--- config.mk ---
export PLATFORM = sky130hd
export DESIGN_NAME = cpu_run_ctrl
export DESIGN_NICKNAME = d
export VERILOG_FILES = /design/src/rtl/cpu_run_ctrl.sv
export SDC_FILE = /design/constraint.sdc
export NUM_CORES = 1
export LEC_CHECK = 0
export CAP_MARGIN = 15
export CORE_MARGIN = 5
export CORE_UTILIZATION = 39
export CTS_BUF_LIST = sky130_fd_sc_hd__clkbuf_16
export DETAILED_ROUTE_END_ITERATION = 10
export RECOVER_POWER = 100
export SLEW_MARGIN = 40
export SYNTH_ARGS = -nofsm -noshare
export SYNTH_HDL_FRONTEND = slang
export SYNTH_SLANG_ARGS = --single-unit
--- constraint.sdc ---
create_clock -name clk -period 3.15 [get_ports clk]
set_input_delay 0.315 -clock clk [delete_from_list [all_inputs] [get_ports clk]]
set_output_delay 0.315 -clock clk [all_outputs]
set_load 0.005 [all_outputs]
--- src/rtl/cpu_run_ctrl.sv ---
// Run controller for a CPU under test: holds CPU reset, then runs until halt or cycle budget.
// Optional writeback counter enabled by defining CPU_RUN_CTRL_WBCNT_EN.
module cpu_run_ctrl #(
  parameter int RESET_CYCLES = 2,
  parameter int MAX_CYCLES   = 100000,
  parameter int STALL_LIMIT  = 4,
  parameter int PC_W         = 32,
  parameter int CNT_W        = 32
) (
  input  logic             clk,
  input  logic             reset,
  input  logic             start,
  input  logic [PC_W-1:0]  pc,
  input  logic             reg_we,
  output logic             cpu_reset,
  output logic             run,
  output logic             done,
  output logic             timeout,
  output logic [CNT_W-1:0] cycle_count,
  output logic [PC_W-1:0]  halt_pc,
  output logic [CNT_W-1:0] wb_count
);

  localparam logic [7:0]       HOLD_LAST = 8'(RESET_CYCLES - 1);
  localparam logic [CNT_W-1:0] MAX_C     = CNT_W'(MAX_CYCLES);
  localparam logic [CNT_W-1:0] STALL_C   = CNT_W'(STALL_LIMIT);

  typedef enum logic [1:0] {
    ST_RST_HOLD,
    ST_RUN,
    ST_DONE,
    ST_TIMEOUT
  } state_t;

  state_t           state_q, state_d;
  logic [7:0]       hold_cnt_q, hold_cnt_d;
  logic [CNT_W-1:0] stall_cnt_q, stall_cnt_d;
  logic [CNT_W-1:0] cycle_count_q, cycle_count_d;
  logic [PC_W-1:0]  prev_pc_q, prev_pc_d;
  logic             prev_vld_q, prev_vld_d;
  logic [PC_W-1:0]  halt_pc_q, halt_pc_d;
  logic             cpu_reset_q, cpu_reset_d;
  logic             run_q, run_d;
  logic             done_q, done_d;
  logic             timeout_q, timeout_d;
`ifdef CPU_RUN_CTRL_WBCNT_EN
  logic [CNT_W-1:0] wb_cnt_q, wb_cnt_d;
`endif

  always_comb begin
    state_d       = state_q;
    hold_cnt_d    = hold_cnt_q;
    stall_cnt_d   = stall_cnt_q;
    cycle_count_d = cycle_count_q;
    prev_pc_d     = prev_pc_q;
    prev_vld_d    = prev_vld_q;
    halt_pc_d     = halt_pc_q;
`ifdef CPU_RUN_CTRL_WBCNT_EN
    wb_cnt_d      = wb_cnt_q;
`endif
    case (state_q)
      ST_RST_HOLD: begin
        hold_cnt_d  = hold_cnt_q + 8'd1;
        prev_vld_d  = 1'b0;
        stall_cnt_d = '0;
        if (hold_cnt_q == HOLD_LAST) begin
          state_d = ST_RUN;
        end
      end
      ST_RUN: begin
        cycle_count_d = cycle_count_q + 1'b1;
        prev_pc_d     = pc;
        prev_vld_d    = 1'b1;
        // The first RUN cycle has no valid previous PC, so it never counts as a stall.
        if (prev_vld_q && (pc == prev_pc_q)) begin
          stall_cnt_d = stall_cnt_q + 1'b1;
        end else begin
          stall_cnt_d = '0;
        end
`ifdef CPU_RUN_CTRL_WBCNT_EN
        if (reg_we && (wb_cnt_q != '1)) begin
          wb_cnt_d = wb_cnt_q + 1'b1;
        end
`endif
        // Halt wins over an exhausted budget landing on the same edge.
        if (stall_cnt_d == STALL_C) begin
          state_d   = ST_DONE;
          halt_pc_d = pc;
        end else if (cycle_count_d == MAX_C) begin
          state_d = ST_TIMEOUT;
        end
      end
      default: begin
        if (start) begin
          state_d       = ST_RST_HOLD;
          hold_cnt_d    = '0;
          stall_cnt_d   = '0;
          cycle_count_d = '0;
          prev_vld_d    = 1'b0;
          halt_pc_d     = '0;
`ifdef CPU_RUN_CTRL_WBCNT_EN
          wb_cnt_d      = '0;
`endif
        end
      end
    endcase
    cpu_reset_d = (state_d == ST_RST_HOLD);
    run_d       = (state_d == ST_RUN);
    done_d      = (state_d == ST_DONE);
    timeout_d   = (state_d == ST_TIMEOUT);
  end

  always_ff @(posedge clk) begin
    if (reset) begin
      state_q       <= ST_RST_HOLD;
      hold_cnt_q    <= '0;
      stall_cnt_q   <= '0;
      cycle_count_q <= '0;
      prev_pc_q     <= '0;
      prev_vld_q    <= 1'b0;
      halt_pc_q     <= '0;
      cpu_reset_q   <= 1'b1;
      run_q         <= 1'b0;
      done_q        <= 1'b0;
      timeout_q     <= 1'b0;
`ifdef CPU_RUN_CTRL_WBCNT_EN
      wb_cnt_q      <= '0;
`endif
    end else begin
      state_q       <= state_d;
      hold_cnt_q    <= hold_cnt_d;
      stall_cnt_q   <= stall_cnt_d;
      cycle_count_q <= cycle_count_d;
      prev_pc_q     <= prev_pc_d;
      prev_vld_q    <= prev_vld_d;
      halt_pc_q     <= halt_pc_d;
      cpu_reset_q   <= cpu_reset_d;
      run_q         <= run_d;
      done_q        <= done_d;
      timeout_q     <= timeout_d;
`ifdef CPU_RUN_CTRL_WBCNT_EN
      wb_cnt_q      <= wb_cnt_d;
`endif
    end
  end

  assign cpu_reset   = cpu_reset_q;
  assign run         = run_q;
  assign done        = done_q;
  assign timeout     = timeout_q;
  assign cycle_count = cycle_count_q;
  assign halt_pc     = halt_pc_q;

`ifdef CPU_RUN_CTRL_WBCNT_EN
  assign wb_count = wb_cnt_q;
`else
  logic unused_reg_we;
  assign unused_reg_we = reg_we;
  assign wb_count      = '0;
`endif

endmodule

==> key figures <==
Worst setup path
  – Critical Path RT: 3460 ps
  – Crit path cell chain: ha_1, nand4_4, nor4_4, and3_4, mux2i_1, nor4_2, nand3_2, o211a_4, a22o_1
  – Critical path start-end classification: register to register
  – Kind of end point of the critical path: register
  – Cell family with most CP delay: simple AND/OR/NAND/NOR gates
  – Maximum fanout count along the critical path: 32
  – Worst path slowest cell: dfxtp_1
  – Data arrival, critical path: 3260 ps
  – Bufs and invs on worst path: 0
  – Crit path launch type: register
  – Slowest Stage Delay on Critical Path: 430 ps

Timing
  – Worst slew margin relative to its limit: 4.32%
  – Measured slew at the worst slew-check pin: 1440 ps
  – Total setup violations reported at the end of the flow: 0
  – Maximum operating frequency: around 0.34 GHz
  – Number of hold violations in the final report: 0
  – Final max-slew violation count: 0
  – Clock period minus worst slack: 2940 ps
  – Hold WS: 255 ps
  – Final Skew: 12.0 ps
  – Fraction of the cycle the final worst path needs: 93.4%
  – Setup repair after global routing missed its margin: false
  – Total negative slack: 0 ps

Flow run
  – Max-Cap Viols: 0

Die
  – Die Ht: about 150 µm
  – Number of rows in the core area: 52
  – Die X: 153 µm
  – Placeable core region: between 20000 and 25000 µm²
  – Number of ports placed on the die boundary: about 140
  – Initial core utilization: 39.6%
  – Floorplan die area: 23400 µm²

Synth
  – Sequential fraction of the synthesis area: 35.9%
  – #FFs+latches synth: 143
  – Total number of yosys warnings: 0
  – Fraction of registers with async set or reset after synthesis: 0%
  – Predominant post-synthesis flop cell: dfxtp_1
  – Number of distinct library cells after synthesis: 72
  – Count of flip-flops with a built-in enable after synthesis: 0
  – Synthesized area per cell: 7.89 µm²
  – Gate count after technology mapping: 1011
  – Netlist area before placement: 7980 µm²

Power and ir drop
  – Ratio of total power to cell area: 451 nW/µm²
  – Leak Pwr: around 3.6 nW
  – Worst VDD drop: 0.363 mV

Global route
  – Tot GR Track Use: 18.7%
  – Number of global-route vias before repair: a little over 7000
  – Antenna violations before repair: 0
  – Total congestion overflow: 0
  – Wire length of the first global-routing pass: 37000 µm
  – Pin count of the biggest net entering global routing: 56

Finish
  – Area of the multi-input gates: 4560 µm²
  – Fill cell count: approximately 2000
  – Highest-count cells in the layout ignoring fill and taps: dfxtp_1, nand2_1, a21oi_1, nor2_1, dlygate4sd3_1
  – Antenna Diode Count: 0
  – FF+latch area: 2860 µm²
  – Share of cells above drive strength 1: 9.01%
  – Leading cell type in the layout, fill and taps excluded: dfxtp_1
  – Syn-to-layout area delta: 22.5%
  – Number of nets in the layout: 1148
  – Final std cell area, no fill: 9770 µm²
  – Non-filler instance count after layout: approximately 1400

Placement
  – Dpl cell area: 9280 µm²
  – Last weighted congestion value of the routability-driven placer: between 0.8 and 0.9
  – Quantity of I/O buffers inserted on ports: 102
  – Detailed placement HPWL: 15700 µm
  – Placed cells: 1359

Route
  – First-pass DRT Iterations: 5
  – Iter 0 DRT Violations: 463
  – DRC violations left: 0
  – Total via count after detailed routing: 7622
  – Number of nets still failing antenna checks after routing: 0
  – Mean number of vias per cell: 5.48
  – Average detailed-routed wire length per instance: 16.1 µm
  – Final wirelength: approximately 22000 µm

CTS
  – Clock-pin slew on the worst setup and hold paths: 60 ps
  – Number of clock sinks: between 100 and 150
  – Number of buffers created by CTS: 17
  – Clock tree from TritonCTS: built
  – Post-CTS repair timing setup buffer count: 0
  – H-tree levels: 4
  – Worst-skew pair later-pin latency: between 400 and 500 ps
  – Bufs on Longest Clock Path: 2
  – Clock root buffer: clkbuf_16

Status
  – Outcome: finished clean

Min path
  – Path class of the lowest-slack min-delay path: primary input to register
==> logic make-up after synthesis <==
group                      synth area share, %
DFF                                       35.9
adders and majority gates                0.627
AOI/OAI and AO/OA                         19.9
and+or+nand+nor                           28.5
buffers and inverters                     8.51
xor gates and xnor gates                  5.60
muxes                                    0.910
other                                   0.0470
==> timing repair <==
action,CTS,global route
setup endpoints to repair,0,32
resized for setup,0,4
hold buffers,0,0
==> power by group <==
group          internal, mW  switching, mW  leakage (nW)  total, mW
clock network          1.03          0.861         0.271       1.89
logic                 0.207          0.378          2.22      0.585
registers              1.88         0.0502          1.16       1.93
==> cell usage after synthesis, types with 4 or more instances <==
master	instances	area [µm²]
dfxtp_1	143	2860
nand2_1	120	450
a21oi_1	114	571
nor2_1	63	236
clkbuf_1	54	203
o21ai_0	54	270
nand3_1	47	235
buf_4	36	270
a22o_1	32	280
xor2_1	31	272
nor3_1	29	145
nor4_1	28	175
or3_1	26	163
nand4_1	24	150
xnor2_1	20	175
and3_1	19	119
a31oi_1	18	113
inv_1	11	41.3
buf_2	10	50.1
a311oi_1	9	78.8
buf_6	7	78.8
or4_1	7	52.6
and2_1	6	37.5
and4_1	6	52.6
nand2b_1	6	37.5
o211ai_1	6	45.0
a211oi_1	5	37.5
mux2i_1	5	50.1
ha_1	4	50.1
nand4b_1	4	35.0
nor2b_1	4	25.0
==> final cells by class <==
type	instances	share of cell area (%)
flip-flops and latches	143	29.3
repair buffers	159	14.5
clock inverters	15	1.28
multi-input cells	776	46.7
clock buffers	17	4.35
inverters	11	0.423
well taps	270	3.46
==> metrics by stage <==
stage | total power [mW] | util [%] | worst slack [ps]
2_1_floorplan | 2.37 | - | 464
3_3_place_gp | 2.56 | 46.0 | 130
3_5_place_dp | 2.57 | 46.0 | 61.4
4_1_cts | 4.47 | 48.7 | 141
5_1_grt | 4.61 | 48.4 | 3.16
6_report | 4.41 | 48.4 | 208
==> worst reg2reg max path, cell delays in order, from the launching register on <==
cell and delay, ps:
dfxtp_1 430, ha_1 340, nand4_4 210, nor4_4 310, and3_4 260, mux2i_1 110
nor4_2 280, nand3_2 170, o211a_4 400, a22o_1 320
==> registers in the layout, summed over array words and instances (netlist names) <==
name         cells
prev_vld_q       1
run              1
hold_cnt_q       8
timeout          1
done             1
halt_pc         32
state_q          2
stall_cnt_q     32
cpu_reset        1
cycle_count     32
prev_pc_q       32
==> routing by layer <==
metal / global-route usage [%] / wire (µm)
met2: 30.2 / 10500
met5: 0 / 0
met1: 25.7 / 10700
met3: 3.79 / 964
met4: 4.96 / 288
==> worst paths after layout <==
check        slack, ps                      endpoint                         from  depth (start not counted)
min reg2reg        470    prev_pc_q[12]$_SDFFE_PP0P_   prev_pc_q[12]$_SDFFE_PP0P_                          2
max reg2reg        210       halt_pc[2]$_SDFFE_PP0P_  stall_cnt_q[0]$_SDFFE_PP0P_                          9
max                210       halt_pc[2]$_SDFFE_PP0P_  stall_cnt_q[0]$_SDFFE_PP0P_                          9
min                260  stall_cnt_q[27]$_SDFFE_PP0P_                        reset                          2
Power figures use the tool's default switching activity.
==> variant 1 (same flow settings) <==
Build with the macro `CPU_RUN_CTRL_WBCNT_EN` defined.
--- a/src/rtl/cpu_run_ctrl.sv
+++ b/src/rtl/cpu_run_ctrl.sv
@@ -1,4 +1,6 @@
 // Run controller for a CPU under test: holds CPU reset, then runs until halt or cycle budget.
 // Optional writeback counter enabled by defining CPU_RUN_CTRL_WBCNT_EN.
+`define CPU_RUN_CTRL_WBCNT_EN
+
 module cpu_run_ctrl #(
   parameter int RESET_CYCLES = 2,
Function: changed (a bounded check fails within 4 cycles, from zero or initial values and one cycle with reset high).
==> variant 1 against the original RTL <==
Routed wire length is 15% higher; first-iteration DRC count is 60% higher; combinational power is 1% higher; largest power group unchanged; synthesized area is 15% higher; clock power is 9.5% higher; critical endpoint is now done; setup slack worse by 9.2 ps; sequential cell count is 32 higher; critical path depth is 1 lower; sequential share of layout area is 1.2 points higher; design area is 18% higher; power is 14% higher; non-clock buffer count is 17 higher.
==> variant 1: results (changes against the original RTL) <==
INFO  outcome        outcome=completed
INFO  worst_hold_path hold_path_end=cycle_count[26]
INFO  global_route   grt_pass1_vias=8142 [+15%]
INFO  global_route   first_pass_grt_wire_length=42.6mm [+15%]
INFO  place          globalplace.congestion=0.853 [-1.3%]
INFO  finish         post_layout_instance_count_excluding_filler_cells=1641 [+18%]
INFO  global_route   pin_count_of_the_biggest_net_entering_global_routing=112 [+100%]
INFO  route          wl_per_cell=15.7microns [-2.2%]
INFO  place          place_hpwl=17.7mm [+13%]
INFO  sta            clock_skew=14.8ps [+2.85 ps]
INFO  yosys          synth_area_leaders=sky130_fd_sc_hd__dfxtp_1 38%, sky130_fd_sc_hd__a21oi_1 8.0%, sky130_fd_sc_hd__nand2_1 5.7%, sky130_fd_sc_hd__nand3_1 5.7%, sky130_fd_sc_hd__xnor2_1 4.8%
INFO  sta            hold-worst-slack=285ps [+30.1 ps]
INFO  worst_setup_path worst_r2r_startpoint=stall_cnt_q[3]
INFO  power          power.leakage=0.00400uW [+9.7%]
INFO  power          power.ir.vdd_worst=428uV [+18%]
INFO  route          drt-initial-drc-count=741 [+60%]
INFO  place          port_buffers=135 [+32%]
INFO  sta            slew_at_the_pin_closest_to_its_max_slew_limit=1410ps [-28.6 ps]
INFO  finish         nNetsFinal=1350 [+18%]
INFO  global_route   grt_use_total=0.192 [+0.00482]
INFO  yosys          ys_seq_area_frac=0.380 [+0.0215]
INFO  yosys          synth_top_area_frac=0.380 [+0.0215]
INFO  worst_setup_path r2r-end=done
INFO  worst_hold_path hold_path_class=primary input to register
INFO  place          place_worst_setup_slack=-8.56ps [-70.0 ps]
INFO  finish         layout_cells_sized_above_1=0.0772 [-0.0129]
INFO  place          placed_cell_area=0.0109sqmm [+18%]
INFO  finish         fillCellCount=2319 [+19%]
INFO  route          via_per_inst=5.45 [-0.55%]
INFO  power          switchingPower=1460uW [+13%]
INFO  yosys          synth.avg_cell_area=7.62squm [-3.5%]
INFO  worst_setup_path crit_path_max_incr_delay=590ps [+160 ps]
INFO  worst_setup_path critPathSlowestCell=sky130_fd_sc_hd__or4_4
INFO  yosys          synthTopCellsByCount=175 x sky130_fd_sc_hd__dfxtp_1, 148 x sky130_fd_sc_hd__a21oi_1, 141 x sky130_fd_sc_hd__nand2_1
INFO  worst_setup_path cp_max_fo=9 [-72%]
INFO  worst_setup_path r2r_cells=8 [-1]
==> variant 1: cell types whose count changed after synthesis, moves of 12 or more <==
cell and delta:
sky130_fd_sc_hd__a21oi_1 +34, sky130_fd_sc_hd__buf_4 -32, sky130_fd_sc_hd__a22o_1 -32, sky130_fd_sc_hd__dfxtp_1 +32, sky130_fd_sc_hd__clkbuf_1 +19, sky130_fd_sc_hd__and4_1 +13
sky130_fd_sc_hd__xnor2_1 +30, sky130_fd_sc_hd__nand3_1 +58, sky130_fd_sc_hd__nand2_1 +21, sky130_fd_sc_hd__nor2_1 +34, sky130_fd_sc_hd__o21ai_0 +12, sky130_fd_sc_hd__nand4_1 +17
==> variant 1: cell families after synthesis <==
family          synth area share
flops                      0.380
mux                      0.00897
xor+xnor                  0.0675
simple gates               0.316
buf+inv                   0.0479
compound gates             0.173
fa+ha+maj                0.00679
==> variant 1: what timing repair did <==
action | 4_1_cts | 5_1_grt
setup buffers | 0 | 2
resized for setup | 1 | 11
pin swaps | 0 | 1
setup endpoints to repair | 3 | 38
==> variant 1: worst max path at each step <==
stage	slack, ps	startpoint	end	cells past startpoint
2_1_floorplan	360	stall_cnt_q[1]	halt_pc[10]	11
3_3_place_gp	20	cycle_count[6]	cpu_reset	9
3_5_place_dp	-9	cycle_count[6]	cpu_reset	9
4_1_cts	30	cycle_count[6]	cpu_reset	9
5_1_grt	6	stall_cnt_q[2]	halt_pc[11]	9
6_report	200	stall_cnt_q[3]	done	8
==> variant 1: routing by layer <==
metal	routed length (microns)	up-vias	global-route usage
met4	395	0	0.0515
met1	12300	4187	0.270
met3	1060	24	0.0298
li1	-	4554	-
met2	12000	177	0.308
met5	0	-	0
==> variant 1: layout make-up <==
type	count	area (sq um)	area share
Multi-Input combinational cell	925	5320	0.463
Clock inverter	15	140	0.0122
Tap cell	319	399	0.0347
Inverter	14	52.6	0.00457
Clock buffer	17	425	0.0370
Timing Repair Buffer	176	1650	0.144
Sequential cell	175	3500	0.305
==> variant 1: worst register-to-register path, stage by stage (launching register included) <==
cell and delay [ps]:
sky130_fd_sc_hd__dfxtp_1 480, sky130_fd_sc_hd__and4_2 410, sky130_fd_sc_hd__nand4_1 180, sky130_fd_sc_hd__xor2_1 190
sky130_fd_sc_hd__nand4_1 120, sky130_fd_sc_hd__or4_4 590, sky130_fd_sc_hd__or3b_1 440, sky130_fd_sc_hd__a221oi_4 320
sky130_fd_sc_hd__and2_1 170
==> variant 1: power groups by stage <==
| stage | combinational (uW) | clock [uW] | sequential, uW |
|---|---|---|---|
| floorplan | 397 | 0 | 2380 |
| global route | 663 | 2230 | 2350 |
| detailed placement | 602 | 0 | 2400 |
| global placement | 602 | 0 | 2390 |
| finish | 593 | 2070 | 2340 |
| CTS | 609 | 2130 | 2340 |
==> variant 2 (config.mk and constraints unchanged) <==
Made on the original files. Re-encode `state_t` (4 states) as one-hot, 4 bits wide.
--- a/src/rtl/cpu_run_ctrl.sv
+++ b/src/rtl/cpu_run_ctrl.sv
@@ -26,9 +26,9 @@
   localparam logic [CNT_W-1:0] STALL_C   = CNT_W'(STALL_LIMIT);
 
-  typedef enum logic [1:0] {
-    ST_RST_HOLD,
-    ST_RUN,
-    ST_DONE,
-    ST_TIMEOUT
+  typedef enum logic [3:0] {
+    ST_RST_HOLD = 4'b0001,
+    ST_RUN      = 4'b0010,
+    ST_DONE     = 4'b0100,
+    ST_TIMEOUT  = 4'b1000
   } state_t;
 
Formal check against the unedited RTL: same outputs for any inputs over 10 cycles, from zero or initial values and one cycle with reset high; not proved beyond that.
==> variant 2 against the original RTL <==
Fmax shrank 2.4%; non-clock buffer count up 52; via count increased by 7.3%; power is 10% higher; count of clock-buffer cells in the layout stayed put; synthesized area up 0.71%; sequential cell count grew 2; routed wire length rose by 5.6%; critical path type unchanged; design area rose by 7.1%; largest power group is now the clock network; hold slack got worse by 110 ps; clock power grew 8%; synthesized cell count grew 6.2%; highest routed layer unchanged; setup slack lost 73 ps; utilization increased by 3.3 points.
==> variant 2: results (changes against the original RTL) <==
INFO  worst_hold_path holdCritStartpoint=reset
INFO  route          total_length_of_routed_wires=23.7mm [+5.6%]
INFO  yosys          synthTopCellsByCount=159 x sky130_fd_sc_hd__nand2_1, 145 x sky130_fd_sc_hd__dfxtp_1, 127 x sky130_fd_sc_hd__a21oi_1
INFO  yosys          synthXorXnorAreaFrac=0.0632 [+0.00724]
INFO  global_route   pin_count_of_the_biggest_net_entering_global_routing=132 [+140%]
INFO  worst_setup_path crit_path_max_incr_delay=480ps [+50 ps]
INFO  global_route   first_pass_grt_wire_length=38.6mm [+4.5%]
INFO  power          top_power_group=the clock network
INFO  worst_setup_path cp_max_fo=4 [-88%]
INFO  clock_network  ctsLongestPathBuffers=2 [unchanged]
INFO  place          place_hpwl=16.3mm [+3.9%]
INFO  finish         layout_cells_sized_above_1=0.135 [+0.0447]
INFO  worst_setup_path r2r_cells=11 [+2]
INFO  worst_setup_path worst_r2r_startpoint=stall_cnt_q[1]
INFO  yosys          post_synth_mux_area_share=0.0101 [+0.00103]
INFO  global_route   grt_use_total=0.194 [+0.00629]
INFO  yosys          synth_compound_area_frac=0.176 [-0.0230]
INFO  yosys          synth_async_sr_flop_share=0 [unchanged]
INFO  yosys          ys_seq_area_frac=0.361 [+0.00247]
INFO  place          globalplace.congestion=0.898 [+3.9%]
INFO  worst_hold_path hold_path_end=state_q[1]
INFO  outcome        outcome=completed
INFO  worst_setup_path r2r-end=done
INFO  route          drt-initial-drc-count=576 [+24%]
INFO  power          power.leakage=0.00388uW [+6.3%]
INFO  route          detailedRoute.firstPassIterationCount=4 [-1]
INFO  worst_setup_path critPathSlowestCell=sky130_fd_sc_hd__nor4_4
INFO  power          clock_share_of_power=0.420 [-0.009]
INFO  sta            clock_skew=12.3ps [+0.377 ps]
INFO  yosys          synth.lib_cells_used.distinct=64 [-11%]
INFO  finish         antenna_cells=0 [unchanged]
INFO  sta            slew_at_the_pin_closest_to_its_max_slew_limit=1050ps [-381 ps]
INFO  power          power.ir.vdd_worst=355uV [-2.2%]
INFO  power          power.sequential.fraction=0.397 [-0.041]
INFO  global_route   grt_pass1_vias=7460 [+5.1%]
INFO  yosys          synth_top_flop_cell=sky130_fd_sc_hd__dfxtp_1
INFO  place          placed_cell_area=0.00982sqmm [+5.8%]
INFO  power          switchingPower=1530uW [+19%]
INFO  yosys          synth_area_leaders=sky130_fd_sc_hd__dfxtp_1 36%, sky130_fd_sc_hd__a21oi_1 7.9%, sky130_fd_sc_hd__nand2_1 7.4%, sky130_fd_sc_hd__nand4_1 4.8%, sky130_fd_sc_hd__xor2_1 4.5%
INFO  yosys          synth_adder_area_share=0.00623 [-0.0000440]
INFO  finish         nNetsFinal=1266 [+10%]
==> variant 2: changes by cell type after synthesis, sizes merged, moves of 8 or more <==
| cell | before | now |
|---|---|---|
| nand2 | 121 | 159 |
| nand4 | 26 | 62 |
| a22o | 32 | 0 |
| nor2 | 63 | 90 |
| nand3 | 50 | 35 |
| a21oi | 114 | 127 |
| a31oi | 18 | 7 |
| or3 | 28 | 17 |
| xor2 | 31 | 41 |
| buf | 55 | 46 |
| a311oi | 9 | 17 |
| nor4 | 33 | 25 |
==> variant 2: worst max path at each step <==
stage,cells after the start,endpoint,startpoint,slack [ps]
after CTS,11,done,stall_cnt_q[8],50
after global routing,14,halt_pc[2],stall_cnt_q[1],10
after global placement,13,done,pc[20],-160
after detailed placement,13,halt_pc[5],pc[3],-250
final,11,done,stall_cnt_q[1],130
after floorplan,11,halt_pc[10],stall_cnt_q[6],310
==> variant 2: per-layer routing <==
layer	GRT usage	routed length [microns]	share of wire	up-vias
met5	0	0	0	-
met4	0.0421	251	0.011	0
met3	0.0346	1170	0.050	22
met2	0.303	10900	0.46	197
li1	-	-	-	4114
met1	0.280	11300	0.48	3846
==> variant 2: through the flow <==
| step | setup WS, ps | instances | power [uW] | TNS [ps] | hold slack [ps] |
|---|---|---|---|---|---|
| after floorplan | 309 | 1105 | 2490 | 0 | 448 |
| after global placement | -162 | 1473 | 2840 | -4690 | 443 |
| after detailed placement | -247 | 1473 | 2850 | -8210 | 447 |
| after CTS | 51.5 | 1505 | 4900 | 0 | 138 |
| after global routing | 10.7 | 1509 | 5080 | 0 | 144 |
| final | 134 | 1509 | 4870 | 0 | 142 |
==> variant 2: cell type report <==
class	count	area (sq um)
inverter	11	41.3
tap	270	338
timing repair buffer	211	1840
sequential	145	2920
multi-input combinational	840	4740
fill	2011	9770
clock buffer	17	425
clock inverter	15	160
